**config.mk**
```make
export PLATFORM = sky130hd
export DESIGN_NAME = axis_vid_sink
export DESIGN_NICKNAME = d
export VERILOG_FILES = /design/src/rtl/vid_pkg.sv /design/src/rtl/axis_vid_ready_gen.sv /design/src/rtl/axis_vid_sink.sv
export SDC_FILE = /design/constraint.sdc
export NUM_CORES = 1
export LEC_CHECK = 0
export BUFFER_PORTS_ARGS = -buffer_cell sky130_fd_sc_hd__buf_2
export CAP_MARGIN = 5
export CELL_PAD_IN_SITES_DETAIL_PLACEMENT = 0
export CELL_PAD_IN_SITES_GLOBAL_PLACEMENT = 1
export CORE_MARGIN = 2
export CORE_UTILIZATION = 40
export DETAILED_ROUTE_END_ITERATION = 10
export HOLD_SLACK_MARGIN = 0.15
export PLACE_DENSITY_LB_ADDON = 0.05
export SYNTH_ARGS = -nofsm -noshare
export SYNTH_HDL_FRONTEND = slang
export SYNTH_SLANG_ARGS = --single-unit
```
**constraint.sdc**
```tcl
create_clock -name AXIS_VID_ACLK -period 2.7 [get_ports AXIS_VID_ACLK]
set_input_delay 0.405 -clock AXIS_VID_ACLK [delete_from_list [all_inputs] [get_ports AXIS_VID_ACLK]]
set_output_delay 0.405 -clock AXIS_VID_ACLK [all_outputs]
set_load 0.01 [all_outputs]
```
**src/rtl/vid_pkg.sv**
```systemverilog
// Shared types and constants for the AXI4-Stream video sink: FSM states,
// default geometry and the TREADY throttle LFSR definition.
package vid_pkg;

  typedef enum logic {
    WAIT_SOF = 1'b0,
    RECEIVE  = 1'b1
  } vid_state_e;

  localparam int H_PIXELS_DEF = 1280;
  localparam int V_LINES_DEF  = 720;
  localparam int DATA_W_DEF   = 24;

  // x^8 + x^6 + x^5 + x^4 + 1, Fibonacci form shifting towards the MSB
  localparam logic [7:0] LFSR_SEED = 8'hA5;
  localparam logic [7:0] LFSR_TAPS = 8'hB8;

  function automatic logic [7:0] lfsr_next(input logic [7:0] s);
    return {s[6:0], ^(s & LFSR_TAPS)};
  endfunction

endpackage

```
**src/rtl/axis_vid_ready_gen.sv**
```systemverilog
// Registered TREADY source: constant ready, or a pseudo-random throttle
// taken from bit 0 of a free-running 8-bit LFSR.
module axis_vid_ready_gen
  import vid_pkg::*;
(
  input  logic clk,
  input  logic rst_n,
  input  logic throttle,
  output logic tready
);

  logic [7:0] lfsr_q, lfsr_d;
  logic       tready_q, tready_d;

  always_comb begin
    lfsr_d   = lfsr_next(lfsr_q);
    tready_d = throttle ? lfsr_d[0] : 1'b1;
  end

  always_ff @(posedge clk or negedge rst_n) begin
    if (!rst_n) begin
      lfsr_q   <= LFSR_SEED;
      tready_q <= 1'b0;
    end else begin
      lfsr_q   <= lfsr_d;
      tready_q <= tready_d;
    end
  end

  assign tready = tready_q;

endmodule

```
**src/rtl/axis_vid_sink.sv**
```systemverilog
// AXI4-Stream video sink: tracks pixel/line position, checks SOF/EOL framing,
// accumulates a per-frame checksum and reports frame count and sticky errors.
module axis_vid_sink
  import vid_pkg::*;
#(
  parameter int H_PIXELS = H_PIXELS_DEF,
  parameter int V_LINES  = V_LINES_DEF,
  parameter int DATA_W   = DATA_W_DEF
) (
  input  logic              AXIS_VID_ACLK,
  input  logic              AXIS_VID_ARESETN,
  input  logic [DATA_W-1:0] AXIS_VID_TDATA,
  input  logic              AXIS_VID_TLAST,
  input  logic              AXIS_VID_TUSER,
  input  logic              AXIS_VID_TVALID,
  output logic              AXIS_VID_TREADY,
  input  logic              THROTTLE,
  input  logic              CLEAR,
  output logic              FRAME_DONE,
  output logic [15:0]       FRAME_COUNT,
  output logic [31:0]       FRAME_SUM,
  output logic              ERR_SOF,
  output logic              ERR_EOL_EARLY,
  output logic              ERR_EOL_LATE
);

  localparam int XW = (H_PIXELS > 1) ? $clog2(H_PIXELS) : 1;
  localparam int YW = (V_LINES > 1) ? $clog2(V_LINES) : 1;
  localparam logic [XW-1:0] X_LAST = XW'(H_PIXELS - 1);
  localparam logic [YW-1:0] Y_LAST = YW'(V_LINES - 1);

  vid_state_e    state_q, state_d;
  logic [XW-1:0] x_q, x_d;
  logic [YW-1:0] y_q, y_d;
  logic [31:0]   sum_q, sum_d;
  logic          frame_done_q, frame_done_d;
  logic [15:0]   frame_count_q, frame_count_d;
  logic [31:0]   frame_sum_q, frame_sum_d;
  logic          err_sof_q, err_sof_d;
  logic          err_eol_early_q, err_eol_early_d;
  logic          err_eol_late_q, err_eol_late_d;

  logic          tready;
  logic          accept;
  logic [31:0]   pix;
  logic [31:0]   sum_next;
  logic          eol;

  axis_vid_ready_gen u_ready_gen (
    .clk      (AXIS_VID_ACLK),
    .rst_n    (AXIS_VID_ARESETN),
    .throttle (THROTTLE),
    .tready   (tready)
  );

  assign accept   = AXIS_VID_TVALID & tready;
  assign pix      = 32'(AXIS_VID_TDATA);
  assign sum_next = sum_q + pix;
  assign eol      = AXIS_VID_TLAST | (x_q == X_LAST);

  always_comb begin
    state_d         = state_q;
    x_d             = x_q;
    y_d             = y_q;
    sum_d           = sum_q;
    frame_done_d    = 1'b0;
    frame_count_d   = frame_count_q;
    frame_sum_d     = frame_sum_q;
    err_sof_d       = err_sof_q;
    err_eol_early_d = err_eol_early_q;
    err_eol_late_d  = err_eol_late_q;

    if (accept) begin
      // A TUSER beat always (re)starts a frame as pixel 0, aborting any partial frame
      if (AXIS_VID_TUSER) begin
        if (state_q == RECEIVE) err_sof_d = 1'b1;
        x_d     = AXIS_VID_TLAST ? '0 : XW'(1);
        y_d     = '0;
        sum_d   = pix;
        state_d = RECEIVE;
      end else if (state_q == RECEIVE) begin
        sum_d = sum_next;
        if (AXIS_VID_TLAST && (x_q != X_LAST)) err_eol_early_d = 1'b1;
        if (!AXIS_VID_TLAST && (x_q == X_LAST)) err_eol_late_d = 1'b1;
        if (eol) begin
          x_d = '0;
          if (y_q == Y_LAST) begin
            y_d           = '0;
            frame_done_d  = 1'b1;
            frame_count_d = frame_count_q + 16'd1;
            frame_sum_d   = sum_next;
            state_d       = WAIT_SOF;
          end else begin
            y_d = y_q + YW'(1);
          end
        end else begin
          x_d = x_q + XW'(1);
        end
      end
    end

    if (CLEAR) begin
      frame_count_d   = '0;
      err_sof_d       = 1'b0;
      err_eol_early_d = 1'b0;
      err_eol_late_d  = 1'b0;
    end
  end

  always_ff @(posedge AXIS_VID_ACLK or negedge AXIS_VID_ARESETN) begin
    if (!AXIS_VID_ARESETN) begin
      state_q         <= WAIT_SOF;
      x_q             <= '0;
      y_q             <= '0;
      sum_q           <= '0;
      frame_done_q    <= 1'b0;
      frame_count_q   <= '0;
      frame_sum_q     <= '0;
      err_sof_q       <= 1'b0;
      err_eol_early_q <= 1'b0;
      err_eol_late_q  <= 1'b0;
    end else begin
      state_q         <= state_d;
      x_q             <= x_d;
      y_q             <= y_d;
      sum_q           <= sum_d;
      frame_done_q    <= frame_done_d;
      frame_count_q   <= frame_count_d;
      frame_sum_q     <= frame_sum_d;
      err_sof_q       <= err_sof_d;
      err_eol_early_q <= err_eol_early_d;
      err_eol_late_q  <= err_eol_late_d;
    end
  end

  assign AXIS_VID_TREADY = tready;
  assign FRAME_DONE      = frame_done_q;
  assign FRAME_COUNT     = frame_count_q;
  assign FRAME_SUM       = frame_sum_q;
  assign ERR_SOF         = err_sof_q;
  assign ERR_EOL_EARLY   = err_eol_early_q;
  assign ERR_EOL_LATE    = err_eol_late_q;

endmodule

```
* Word-level counts from Yosys, hierarchy flattened *
Index checks and enable logic that the tools add are counted.
Widths: inputs -> output; s select.

storage, ports and cells
  word-level logic and storage cells = 83
  register bits = 115
  bits of input ports = 31
  output and inout bits = 53

cells by class
  bitwise operators = 3
  muxes and demuxes = 40
  reduce and logical (&&, ||, !) cells = 20
  equality and inequality tests = 4
  add/subtract/negate cells = 4

operators with widths
  kind                   number
  $mux 16                6
  $mux 32                2
  $mux 10                4
  $mux 11                3
  $add 32x24->32         1
  $mux 1                 25
  $reduce_bool 2->1      9
  $add 16x1->16 const B  1
  $add 11x1->11 const B  1
  $eq 11x11->1 const B   1
  $ne 11x11->1 const B   1
  $add 10x1->10 const B  1
  $eq 10x10->1 const B   1
  $reduce_and 5->1       2
  $reduce_and 4->1       2
  $reduce_xor 8->1       1
  $reduce_and 3->1       2
  $logic_and 1x1->1      2
  $ne 2x1->1 const B     1
  $reduce_and 2->1       1
  $and 1x1->1            1
  $logic_not 1->1        1
  $not 1->1              1
  $or 1x1->1             1

* Depth between registers and ports, before layout *
Gate-level depths: netlist (run 1).

  depth in word-level cells = 7
  depth in mapped cells = 10
  mapped depth without buffers = 9

* Hierarchy *
Synthesis (run 1) repeated with hierarchy kept, for this count alone.

second synthesis, totals
  cell total of the unflattened synthesis = 726
  area total of the unflattened synthesis = 6406.1 µm²

modules (own cells, without submodules)
  module              instances  area an instance (µm²)  cells each  sequential area each (µm²)
  axis_vid_sink       1          6139.6                  712         2652.5
  axis_vid_ready_gen  1          266.5                   14          230.2

* Least setup slack after synthesis (run 1) *
No wires, ideal clock.

  path type = input to register
  start = in AXIS_VID_TDATA[15]
  end = reg sum_q[26]
  library setup time = 0.124 ns
  data required time = 2.576 ns
  path buffers = 2
  stages on the path = 10
  arrival time = 2.560 ns
  slack = 0.016 ns
  path through = ha_1 buf_6 a21o_1 a311o_1 a211oi_2 o21ai_2 a2111oi_4 buf_6 nor3_1 a211o_1

between the ends
  longest elaborated chain between the ends = 3

RTL lines
  item                  RTL line              text
  from (decl)           axis_vid_sink.sv:12   input logic [DATA_W-1:0] AXIS_VID_TDATA,
  $add 32x24->32        axis_vid_sink.sv:58   assign sum_next = sum_q + pix;
  $mux 32               axis_vid_sink.sv:81   end else if (state_q == RECEIVE) begin
  $mux 32               axis_vid_sink.sv:75   if (AXIS_VID_TUSER) begin
  to (signal assigned)  axis_vid_sink.sv:126  sum_q <= sum_d;
  to (decl)             axis_vid_sink.sv:35   logic [31:0] sum_q, sum_d;

Every way passes these cells. The select of a mux whose other input is x is not followed.
A chain may end at the register's enable or synchronous reset.

* Worst setup path in the final report (run 1) *
  start = reg sum_q[0]
  end = reg frame_sum_q[30], in the netlist FRAME_SUM[30]

between the ends
  longest elaborated chain between the ends = 1

RTL lines
  item                  RTL line              text
  $add 32x24->32        axis_vid_sink.sv:58
  to (signal assigned)  axis_vid_sink.sv:129  frame_sum_q <= frame_sum_d;
  to (decl)             axis_vid_sink.sv:38   logic [31:0] frame_sum_q, frame_sum_d;

Every way passes these cells.

==> results of run 1 <==
[power groups by stage]
stage               Clock, mW  Sequential (mW)  Combinational, mW
detailed placement          0             1.99               1.91
finish                   2.44             1.98               2.12
floorplan                   0             1.97               1.29
global placement            0             1.99               1.90
CTS                      2.50             1.96               1.94
global route             2.59             2.00               2.35
[worst max-delay path, delay by kind of cell (launching register included)]
kind	cells	cell delay (ps)
simple gates	1	630
buf+inv	2	330
fa+ha+maj	2	390
compound gates	6	800
flops	1	350
[sequential cells by signal, indices dropped and copies added (netlist names)]
name and count:
sum_q 32, u_ready_gen.lfsr_q 8, ERR_EOL_LATE 1, x_q 11
ERR_EOL_EARLY 1, FRAME_SUM 32, state_q 1, FRAME_COUNT 16
FRAME_DONE 1, u_ready_gen.tready 1, ERR_SOF 1, y_q 10
[synth_stat cells, drive strengths merged, types with 3 or more instances]
cell type	number	area, um2
o21a	4	30.0
dfrtp	111	2780
o211ai	8	60.1
mux2i	9	90.1
a31oi	12	75.1
a211o	6	52.6
inv	12	45.0
a21o	11	83.8
nor2	55	209
nand3	18	90.1
and3	20	125
o21ai	71	363
or2	5	31.3
o311a	3	32.5
nand4	15	93.8
nor4	3	25.0
a211oi	4	35.0
a21oi	42	210
buf	17	121
or4	5	41.3
xnor2	11	96.3
o31ai	14	110
nor3	13	65.1
clkbuf	14	52.6
xor2	30	263
dfstp	4	105
o2111ai	5	50.0
nand2	102	385
or3	12	77.6
ha	27	338
and2	6	40.0
[layer usage]
layer,share of wire,global-route usage,up-vias
li1,-,-,2836
met1,0.48,0.281,2807
met2,0.47,0.324,121
met3,0.038,0.0442,18
met4,0.011,0.0610,2
met5,0.00040,0,-
[area by class of cell]
| type | instances | area, um2 | area share |
|---|---|---|---|
| repair buffers | 149 | 936 | 0.111 |
| well taps | 216 | 270 | 0.0321 |
| inverters | 12 | 45.0 | 0.00535 |
| flip-flops and latches | 115 | 2880 | 0.343 |
| clock buffers | 18 | 439 | 0.0522 |
| multi-input cells | 547 | 3640 | 0.433 |
| clock inverters | 14 | 201 | 0.0239 |
[final timing paths]
path	cells past startpoint	endpoint	slack, ps	startpoint
setup / recovery	11	FRAME_SUM[30]$_DFFE_PN0P_	110	sum_q[0]$_DFFE_PN0P_
max in group asynchronous	3	FRAME_SUM[5]$_DFFE_PN0P_	1400	AXIS_VID_ARESETN
hold / removal	2	x_q[0]$_DFFE_PN0P_	240	AXIS_VID_TLAST
hold reg to reg	0	u_ready_gen.lfsr_q[7]$_DFF_PN1_	360	u_ready_gen.lfsr_q[6]$_DFF_PN0_
min in group asynchronous	2	FRAME_COUNT[15]$_DFFE_PN0P_	580	AXIS_VID_ARESETN
setup reg to reg	11	FRAME_SUM[30]$_DFFE_PN0P_	110	sum_q[0]$_DFFE_PN0P_
[cells by family after synthesis]
| kind of cell | share of synthesized area |
|---|---|
| AND/OR/NAND/NOR | 0.194 |
| AO/OA/AOI/OAI | 0.206 |
| flip-flops | 0.441 |
| buffers and inverters | 0.0354 |
| XOR/XNOR | 0.0550 |
| adder cells (fa/ha/maj) | 0.0548 |
| multiplexers | 0.0138 |
[what timing repair did]
action	4_1_cts	5_1_grt
pin swaps	0	11
cloned	0	1
hold buffers	1	0
endpoints found under the hold margin	47	0
resized for setup	6	29
setup endpoints to repair	13	43
setup buffers	0	4
==> run_results.csv, run 1 <==
group,metric,value,unit
outcome,outcome,"complete, no violations",
logic_synthesis,syn_nets,765,
global_routing,track_usage,0.204,
placed_design,dp_cells,1033,
hold_path,hold_class,"in -> reg",
finish,area_delta_synth_final,28.9,%
global_routing,antenna_found_initial,1,
worst_setup_path,crit_slowest_cell,"or4_2",
worst_setup_path,path_cells,"ha_2, fa_2, a21oi_2, o21ai_2, a21boi_2, buf_4, o21ai_4, a2111oi_4, buf_4, or4_2, a31oi_1",
routing,routed_wl,17400,um
timing,setup_viol_count_final,0,
global_routing,grt_overflow,0,
logic_synthesis,yosysWarnings,0,
logic_synthesis,synth_edf_count,0,
finish,stdcell_count,1071,
clock_network,clk_latency,410,ps
finish,utilization,0.528,
timing,period_needed,2590,ps
die,fp.dieW,132,um
worst_setup_path,cpPeakStageDelay,630,ps
flow_run,drv_cap,0,
finish,final_area,8420,um2
routing,first_pass_iters,6,
routing,drc,0,
worst_setup_path,crit_type,"reg -> reg",
pwr,seqPwrFrac,0.303,
die,start_util,0.410,
global_routing,grt_max_degree,55,
finish,layout_common_cells,"dfrtp_1, nand2_1, buf_2",
logic_synthesis,netlist_instances,706,
clock_network,numCtsBuffers,17,
clock_network,clock_sinks,115,
placed_design,hpwl,12300,um
finish,drive_gt1_frac,0.275,
die,fp.dieH,132,um
pwr,comb_power_share,0.324,
placed_design,dpl_worst_slack,-205,ps
die,rows,46,
logic_synthesis,async_flop_share,1.00,
pwr,power-per-cell-area,776,nW/um2
global_routing,grt_pass1_wl,28600,um
timing,clock.fmax,386,MHz
timing,hold_slack,244,ps
logic_synthesis,ys_seq_area_frac,0.441,
routing,vias,5784,
routing,vias_per_cell,5.40,
finish,final_common_cell,"dfrtp_1",
placed_design,io_buffers,83,
timing,tightest_slew,751,ps
placed_design,placed_area,7500,um2
clock_network,htreeDepth,4,
timing,finalHoldViolCount,0,
clock_network,path_clk_slew,60,ps
logic_synthesis,syn-cell-area,6530,um2
worst_setup_path,cp_data_arrival_time,2930,ps
pwr,p_sw_frac,0.327,
finish,nNetsFinal,901,
clock_network,cts_root_buffer,"clkbuf_16",
global_routing,grt_pass1_vias,5637,
worst_setup_path,cp.required,3040,ps
pwr,p_clk_frac,0.373,
worst_setup_path,path_max_fanout,8,
worst_setup_path,cp-end-kind,"register",
timing,finalSetupTns,0,ps
timing,relSlewSlack,0.499,
pwr,intPower,4.39,mW
pwr,netSwitchingPower,2.14,mW
clock_network,cts.path.max_buffers,2,
worst_setup_path,crit_path_start_kind,"register",
timing,postLayoutSetupSlackWorst,107,ps
logic_synthesis,syn-mean-instance-area,9.25,um2
pwr,leakage,4.00,nW
logic_synthesis,synth_seq_cells,115,
timing,fin_crit_sh,0.960,
die,ios,84,
pwr,peakVddDrop,0.467,mV
pwr,p_total,6.53,mW
logic_synthesis,synth_ff_type,"dfrtp_1",
logic_synthesis,yosysUniqueCellTypes,78,
die,dieArea,17400,um2
placed_design,routabilityCongestion,0.903,
routing,postRouteAntennaNets,0,
worst_setup_path,crit_path_frequent_cell,"buf_4",
timing,final_max_slew_viol_count,0,
die,core_area,15900,um2
routing,routedWlPerCell,16.2,um
routing,drt_first_iter_violations,296,
timing,finClkSkew,6.32,ps
clock_network,cts_tree,"built",
finish,n_antenna_cell,0,
finish,nFillCells,1514,
Power figures use the tool's default switching activity.
==> run 2, diff against run 1 <==
REMOVE_ABC_BUFFERS = 1   (was not set)
SLEW_MARGIN = 30   (was not set)
==> run_results.csv, run 2 (synthesized netlist as in run 1, its figures left out) <==
group,metric,value,unit
clock_network,path_clk_slew,50,ps
die,fp.dieH,132,um
die,start_util,0.410,
worst_setup_path,cp.required,3040,ps
placed_design,io_buffers,83,
worst_setup_path,crit_path_start_kind,"register",
placed_design,placed_area,7530,um2
timing,relSlewSlack,0.684,
finish,n_antenna_cell,0,
clock_network,cts.path.max_buffers,2,
clock_network,htreeDepth,4,
worst_setup_path,cp-end-kind,"register",
pwr,comb_power_share,0.326,
finish,utilization,0.522,
global_routing,antenna_found_initial,0,
flow_run,drv_cap,0,
die,dieArea,17400,um2
clock_network,clk_latency,420,ps
finish,area_delta_synth_final,27.5,%
timing,finalHoldViolCount,0,
timing,tightest_slew,473,ps
timing,finClkSkew,11.1,ps
placed_design,hpwl,12600,um
placed_design,dp_cells,1037,
worst_setup_path,crit_slowest_cell,"or4_2",
timing,rsz0062_at_grt,"yes",
routing,first_pass_iters,5,
finish,layout_common_cells,"dfrtp_1, nand2_1, buf_2",
pwr,intPower,4.33,mW
pwr,leakage,3.98,nW
worst_setup_path,worst-path-buf-inv,2,
global_routing,grt_pass1_wl,28700,um
finish,stdcell_count,1073,
routing,postRouteAntennaNets,0,
global_routing,grt_pass1_vias,5695,
die,fp.dieW,132,um
routing,vias,5781,
finish,drive_gt1_frac,0.268,
global_routing,track_usage,0.207,
finish,final_area,8330,um2
routing,drt_first_iter_violations,274,
global_routing,grt_max_degree,56,
routing,routedWlPerCell,16.4,um
worst_setup_path,crit_type,"reg -> reg",
timing,clock.fmax,383,MHz
clock_network,cts_root_buffer,"clkbuf_16",
clock_network,cts_tree,"built",
placed_design,routabilityCongestion,0.881,
worst_setup_path,cp_data_arrival_time,2950,ps
finish,nNetsFinal,903,
pwr,netSwitchingPower,2.06,mW
timing,final_max_slew_viol_count,0,
pwr,seqPwrFrac,0.309,
clock_network,clock_sinks,115,
die,ios,84,
routing,drc,0,
timing,finalSetupTns,0,ps
hold_path,hold_class,"in -> reg",
finish,final_common_cell,"dfrtp_1",
worst_setup_path,cp_top_family,"compound AO/OA/AOI/OAI gates",
die,core_area,15900,um2
routing,routed_wl,17600,um
worst_setup_path,path_max_fanout,8,
pwr,p_clk_frac,0.365,
routing,vias_per_cell,5.39,
die,rows,46,
timing,period_needed,2610,ps
global_routing,grt_overflow,0,
worst_setup_path,cpPeakStageDelay,640,ps
pwr,power-per-cell-area,768,nW/um2
timing,fin_crit_sh,0.966,
outcome,outcome,"complete, no violations",
worst_setup_path,ff2ff_setup_slack,90,ps
clock_network,numCtsBuffers,17,
worst_setup_path,path_cells,"ha_1, o21a_1, a211oi_2, a21boi_2, buf_4, o21ai_4, a2111oi_4, buf_6, or4_2, a31oi_1",
pwr,p_sw_frac,0.323,
pwr,peakVddDrop,0.467,mV
timing,setup_viol_count_final,0,
[run 2: per-layer routing]
| metal | wire, um | track usage |
|---|---|---|
| met1 | 7990 | 0.270 |
| met3 | 737 | 0.0465 |
| met4 | 303 | 0.0761 |
| met2 | 8590 | 0.339 |
| met5 | 0 | 0 |
[run 2: through the flow]
step | setup WS [ps] | total power [mW] | hold slack, ps
floorplan | -328 | 3.17 | 109
global placement | -196 | 3.91 | 336
detailed placement | -240 | 3.95 | 345
CTS | 5.40 | 6.33 | 239
global route | -28.8 | 6.77 | 257
finish | 90.9 | 6.39 | 251
[run 2: power by group through the flow]
stage                     registers (mW)  logic, mW  clock network, mW
after detailed placement            1.99       1.95                  0
final                               1.98       2.09               2.33
after floorplan                     1.97       1.20                  0
after global routing                1.99       2.32               2.46
after CTS                           1.97       1.99               2.38
after global placement              1.99       1.93                  0
[run 2: worst paths after layout]
| path | cells after the start | from | to |
|---|---|---|---|
| max in group asynchronous | 3 | AXIS_VID_ARESETN | FRAME_SUM[22]$_DFFE_PN0P_ |
| setup reg to reg | 10 | sum_q[8]$_DFFE_PN0P_ | FRAME_SUM[30]$_DFFE_PN0P_ |
| min in group asynchronous | 2 | AXIS_VID_ARESETN | u_ready_gen.lfsr_q[1]$_DFF_PN0_ |
| hold / removal | 3 | THROTTLE | u_ready_gen.tready$_DFF_PN0_ |
| hold reg to reg | 0 | u_ready_gen.lfsr_q[6]$_DFF_PN0_ | u_ready_gen.lfsr_q[7]$_DFF_PN1_ |
| setup / recovery | 10 | sum_q[8]$_DFFE_PN0P_ | FRAME_SUM[30]$_DFFE_PN0P_ |
[run 2: worst register-to-register path, cell delays in order (launching register included)]
cell and delay [ps]:
dfrtp_1 380, ha_1 320, o21a_1 160, a211oi_2 80, a21boi_2 160, buf_4 150, o21ai_4 180, a2111oi_4 110
buf_6 160, or4_2 640, a31oi_1 200
[run 2: final cells by class]
class / instances / area [um2]
clock inverters: 7 / 123
inverters: 12 / 45.0
clock buffers: 25 / 485
well taps: 216 / 270
flip-flops and latches: 115 / 2880
multi-input cells: 547 / 3570
fillers: 1525 / 7610
repair buffers: 151 / 947
[run 2: what timing repair did]
action                                  4_1_cts  5_1_grt
endpoints found under the setup margin       18       43
cloned                                        0        1
endpoints found under the hold margin        30        0
pin swaps                                     0        7
hold buffers                                  1        0
resized for setup                             5       24
setup buffers                                 0        2
==> run 3, diff against run 2 <==
ABC_AREA = 1   (was not set)
CORE_UTILIZATION = 39   (was 40)
PLACE_DENSITY_LB_ADDON = 0.1   (was 0.05)
==> run_results.csv, run 3 <==
group,metric,value,unit
pwr,peakVddDrop,0.464,mV
timing,fin_crit_sh,0.820,
timing,rsz0062_at_grt,"no",
timing,period_needed,2210,ps
worst_setup_path,crit_start,"sum_q[0]$_DFFE_PN0P_",
finish,ff_latch_area,2880,um2
logic_synthesis,ys_seq_area_frac,0.384,
clock_network,postCtsSetupBuffers,0,
logic_synthesis,synth_top_cell_area_share,0.370,
global_routing,grt_max_degree,45,
routing,drt_first_iter_violations,519,
finish,final_common_cell,"nand2_1",
finish,multi_input_area,3930,um2
global_routing,grt_pass1_vias,6750,
timing,final_max_slew_viol_count,0,
logic_synthesis,muxShareOfSynthArea,0,
finish,nNetsFinal,1220,
worst_setup_path,path_max_fanout,4,
global_routing,track_usage,0.222,
clock_network,clk_latency,420,ps
die,ios,84,
clock_network,numCtsBuffers,17,
die,start_util,0.400,
timing,finalHoldViolCount,0,
die,fp.dieH,143,um
clock_network,cts_tree,"built",
routing,routed_wl,21500,um
routing,routedWlPerCell,15.2,um
timing,relSlewSlack,0.621,
placed_design,routabilityCongestion,0.908,
flow_run,drv_cap,0,
logic_synthesis,synth_commonest_cells,"nand2_1, inv_1, dfrtp_1, nor2_1, nand3_1",
worst_setup_path,crit_slowest_cell,"fa_1",
logic_synthesis,synth_top_family_by_area,"simple AND/OR/NAND/NOR gates",
worst_setup_path,path_cells,"ha_1, fa_1, nand2_1, nand3_1, nand3_1, nand2_1, nand2_1, nand2_1, nand2_1, nand2_1, nand2_1, nand3_1, nand2_1, nand2_1",
finish,drive_gt1_frac,0.145,
global_routing,grt_pass1_wl,35100,um
finish,nFillCells,1937,
logic_synthesis,synthSimpleGateAreaFrac,0.355,
finish,utilization,0.469,
global_routing,antenna_found_initial,1,
logic_synthesis,synth_fa_ha_area_frac,0.0477,
worst_setup_path,crit_type,"reg -> reg",
logic_synthesis,synth-compound-area-share,0.0925,
logic_synthesis,yosysUniqueCellTypes,45,
finish,area_delta_synth_final,17.2,%
routing,postRouteAntennaNets,0,
die,core_area,18800,um2
logic_synthesis,syn-mean-instance-area,7.02,um2
worst_setup_path,cpPeakStageDelay,420,ps
global_routing,grt_overflow,0,
routing,vias,7073,
hold_path,hold_class,"in -> reg",
timing,tightest_slew,568,ps
logic_synthesis,synth_seq_cells,115,
placed_design,io_buffers,83,
worst_setup_path,reg2reg_depth,14,
timing,finalSetupTns,0,ps
clock_network,cts_root_buffer,"clkbuf_16",
logic_synthesis,netlist_top_cells_area,"dfrtp_1, nand2_1, inv_1",
worst_setup_path,crit_path_frequent_cell,"nand2_1",
pwr,power-per-cell-area,722,nW/um2
finish,layout_common_cells,"nand2_1, inv_1, dfrtp_1",
timing,clock.fmax,452,MHz
logic_synthesis,syn-cell-area,7510,um2
die,dieArea,20400,um2
worst_setup_path,reg2reg_from,"sum_q[0]$_DFFE_PN0P_",
worst_setup_path,cp.required,3020,ps
clock_network,cts.path.max_buffers,2,
die,fp.dieW,143,um
timing,finClkSkew,9.24,ps
worst_setup_path,crit_path_start_kind,"register",
logic_synthesis,synth_ff_type,"dfrtp_1",
outcome,outcome,"complete, no violations",
routing,vias_per_cell,5.02,
worst_setup_path,cp_data_arrival_time,2530,ps
pwr,leakage,4.69,nW
logic_synthesis,synth.most_common_cell,"nand2_1",
routing,drc,0,
placed_design,hpwl,16100,um
logic_synthesis,synth-xor-area-share,0.0292,
logic_synthesis,netlist_instances,1069,
logic_synthesis,synth_edf_count,0,
routing,first_pass_iters,5,
timing,setup_viol_count_final,0,
clock_network,htreeDepth,4,
worst_setup_path,critPathCapture,"sum_q[18]$_DFFE_PN0P_",
logic_synthesis,yosysTopAreaCell,"dfrtp_1",
logic_synthesis,yosysWarnings,0,
finish,n_antenna_cell,0,
die,rows,50,
worst_setup_path,cp-end-kind,"register",
clock_network,cts_resized,0,
clock_network,clock_sinks,115,
clock_network,path_clk_slew,60,ps
worst_setup_path,r2r_end,"sum_q[18]$_DFFE_PN0P_",
logic_synthesis,async_flop_share,1.00,
worst_setup_path,ff2ff_setup_slack,490,ps
-- run 3: changes by cell type after synthesis, moves of 20 or more --
cell     before  now
inv_1        11  132
nor2_1       54   95
o21ai_0      68   31
nand2_1     101  351
and3_1       20    0
nand3_1      18   91
-- run 3: how the worst min path moves through the flow --
stage | endpoint | cells after the start | startpoint
floorplan | ERR_EOL_EARLY$_DFFE_PN0P_ | 0 | AXIS_VID_ARESETN
global placement | u_ready_gen.lfsr_q[7]$_DFF_PN1_ | 0 | u_ready_gen.lfsr_q[6]$_DFF_PN0_
detailed placement | u_ready_gen.lfsr_q[2]$_DFF_PN1_ | 0 | u_ready_gen.lfsr_q[1]$_DFF_PN0_
CTS | ERR_EOL_EARLY$_DFFE_PN0P_ | 3 | AXIS_VID_TLAST
global route | sum_q[0]$_DFFE_PN0P_ | 3 | AXIS_VID_TDATA[0]
finish | ERR_EOL_EARLY$_DFFE_PN0P_ | 3 | AXIS_VID_TLAST
-- run 3: repair_timing --
action                                 in CTS  in global routing
hold buffers                                2                  0
endpoints found under the hold margin      31                  0
setup endpoints to repair                   0                  0
-- run 3: cell families (layout without fill, tap and decap cells) --
kind of cell	after synthesis	count (layout)
XOR/XNOR	25	25
buffers and inverters	163	268
flip-flops	115	115
AND/OR/NAND/NOR	615	615
adder cells (fa/ha/maj)	28	28
AO/OA/AOI/OAI	123	123
-- run 3: metal layers --
metal | wire [um] | vias to the layer above | part of all wire | track usage
li1 | - | 3615 | - | -
met1 | 10800 | 3279 | 0.50 | 0.325
met2 | 9470 | 157 | 0.44 | 0.339
met3 | 926 | 22 | 0.043 | 0.0366
met4 | 259 | 0 | 0.012 | 0.0589
met5 | 0 | - | 0 | 0
-- run 3: worst max-delay path, delay by kind of cell, from the launching register on --
| kind | cells | cell delay, ps |
|---|---|---|
| adder cells (fa/ha/maj) | 2 | 650 |
| flip-flops | 1 | 380 |
| AND/OR/NAND/NOR | 12 | 1100 |
-- run 3: stage by stage --
stage          setup WS, ps  area [um2]  instances  total power, mW  hold WS (ps)
6_report                487        8800       1408             6.35           260
3_3_place_gp            346        8180       1374             4.05           334
5_1_grt                 281        8800       1408             6.81           287
2_1_floorplan           324        7350       1044             3.44           109
3_5_place_dp            330        8180       1374             4.04           338
4_1_cts                 473        8800       1408             6.40           242
-- run 3: cell type report --
type | instances | area share
sequential | 115 | 0.328
tap | 234 | 0.0333
timing repair buffer | 98 | 0.0637
multi-input combinational | 791 | 0.447
inverter | 138 | 0.0601
clock buffer | 24 | 0.0570
clock inverter | 8 | 0.0114
-- run 3: power by group --
part	switching, mW	total [mW]	internal [mW]	leakage [nW]
clock network	0.841	2.32	1.48	0.296
logic	1.38	2.06	0.676	2.87
registers	0.103	1.97	1.87	1.52
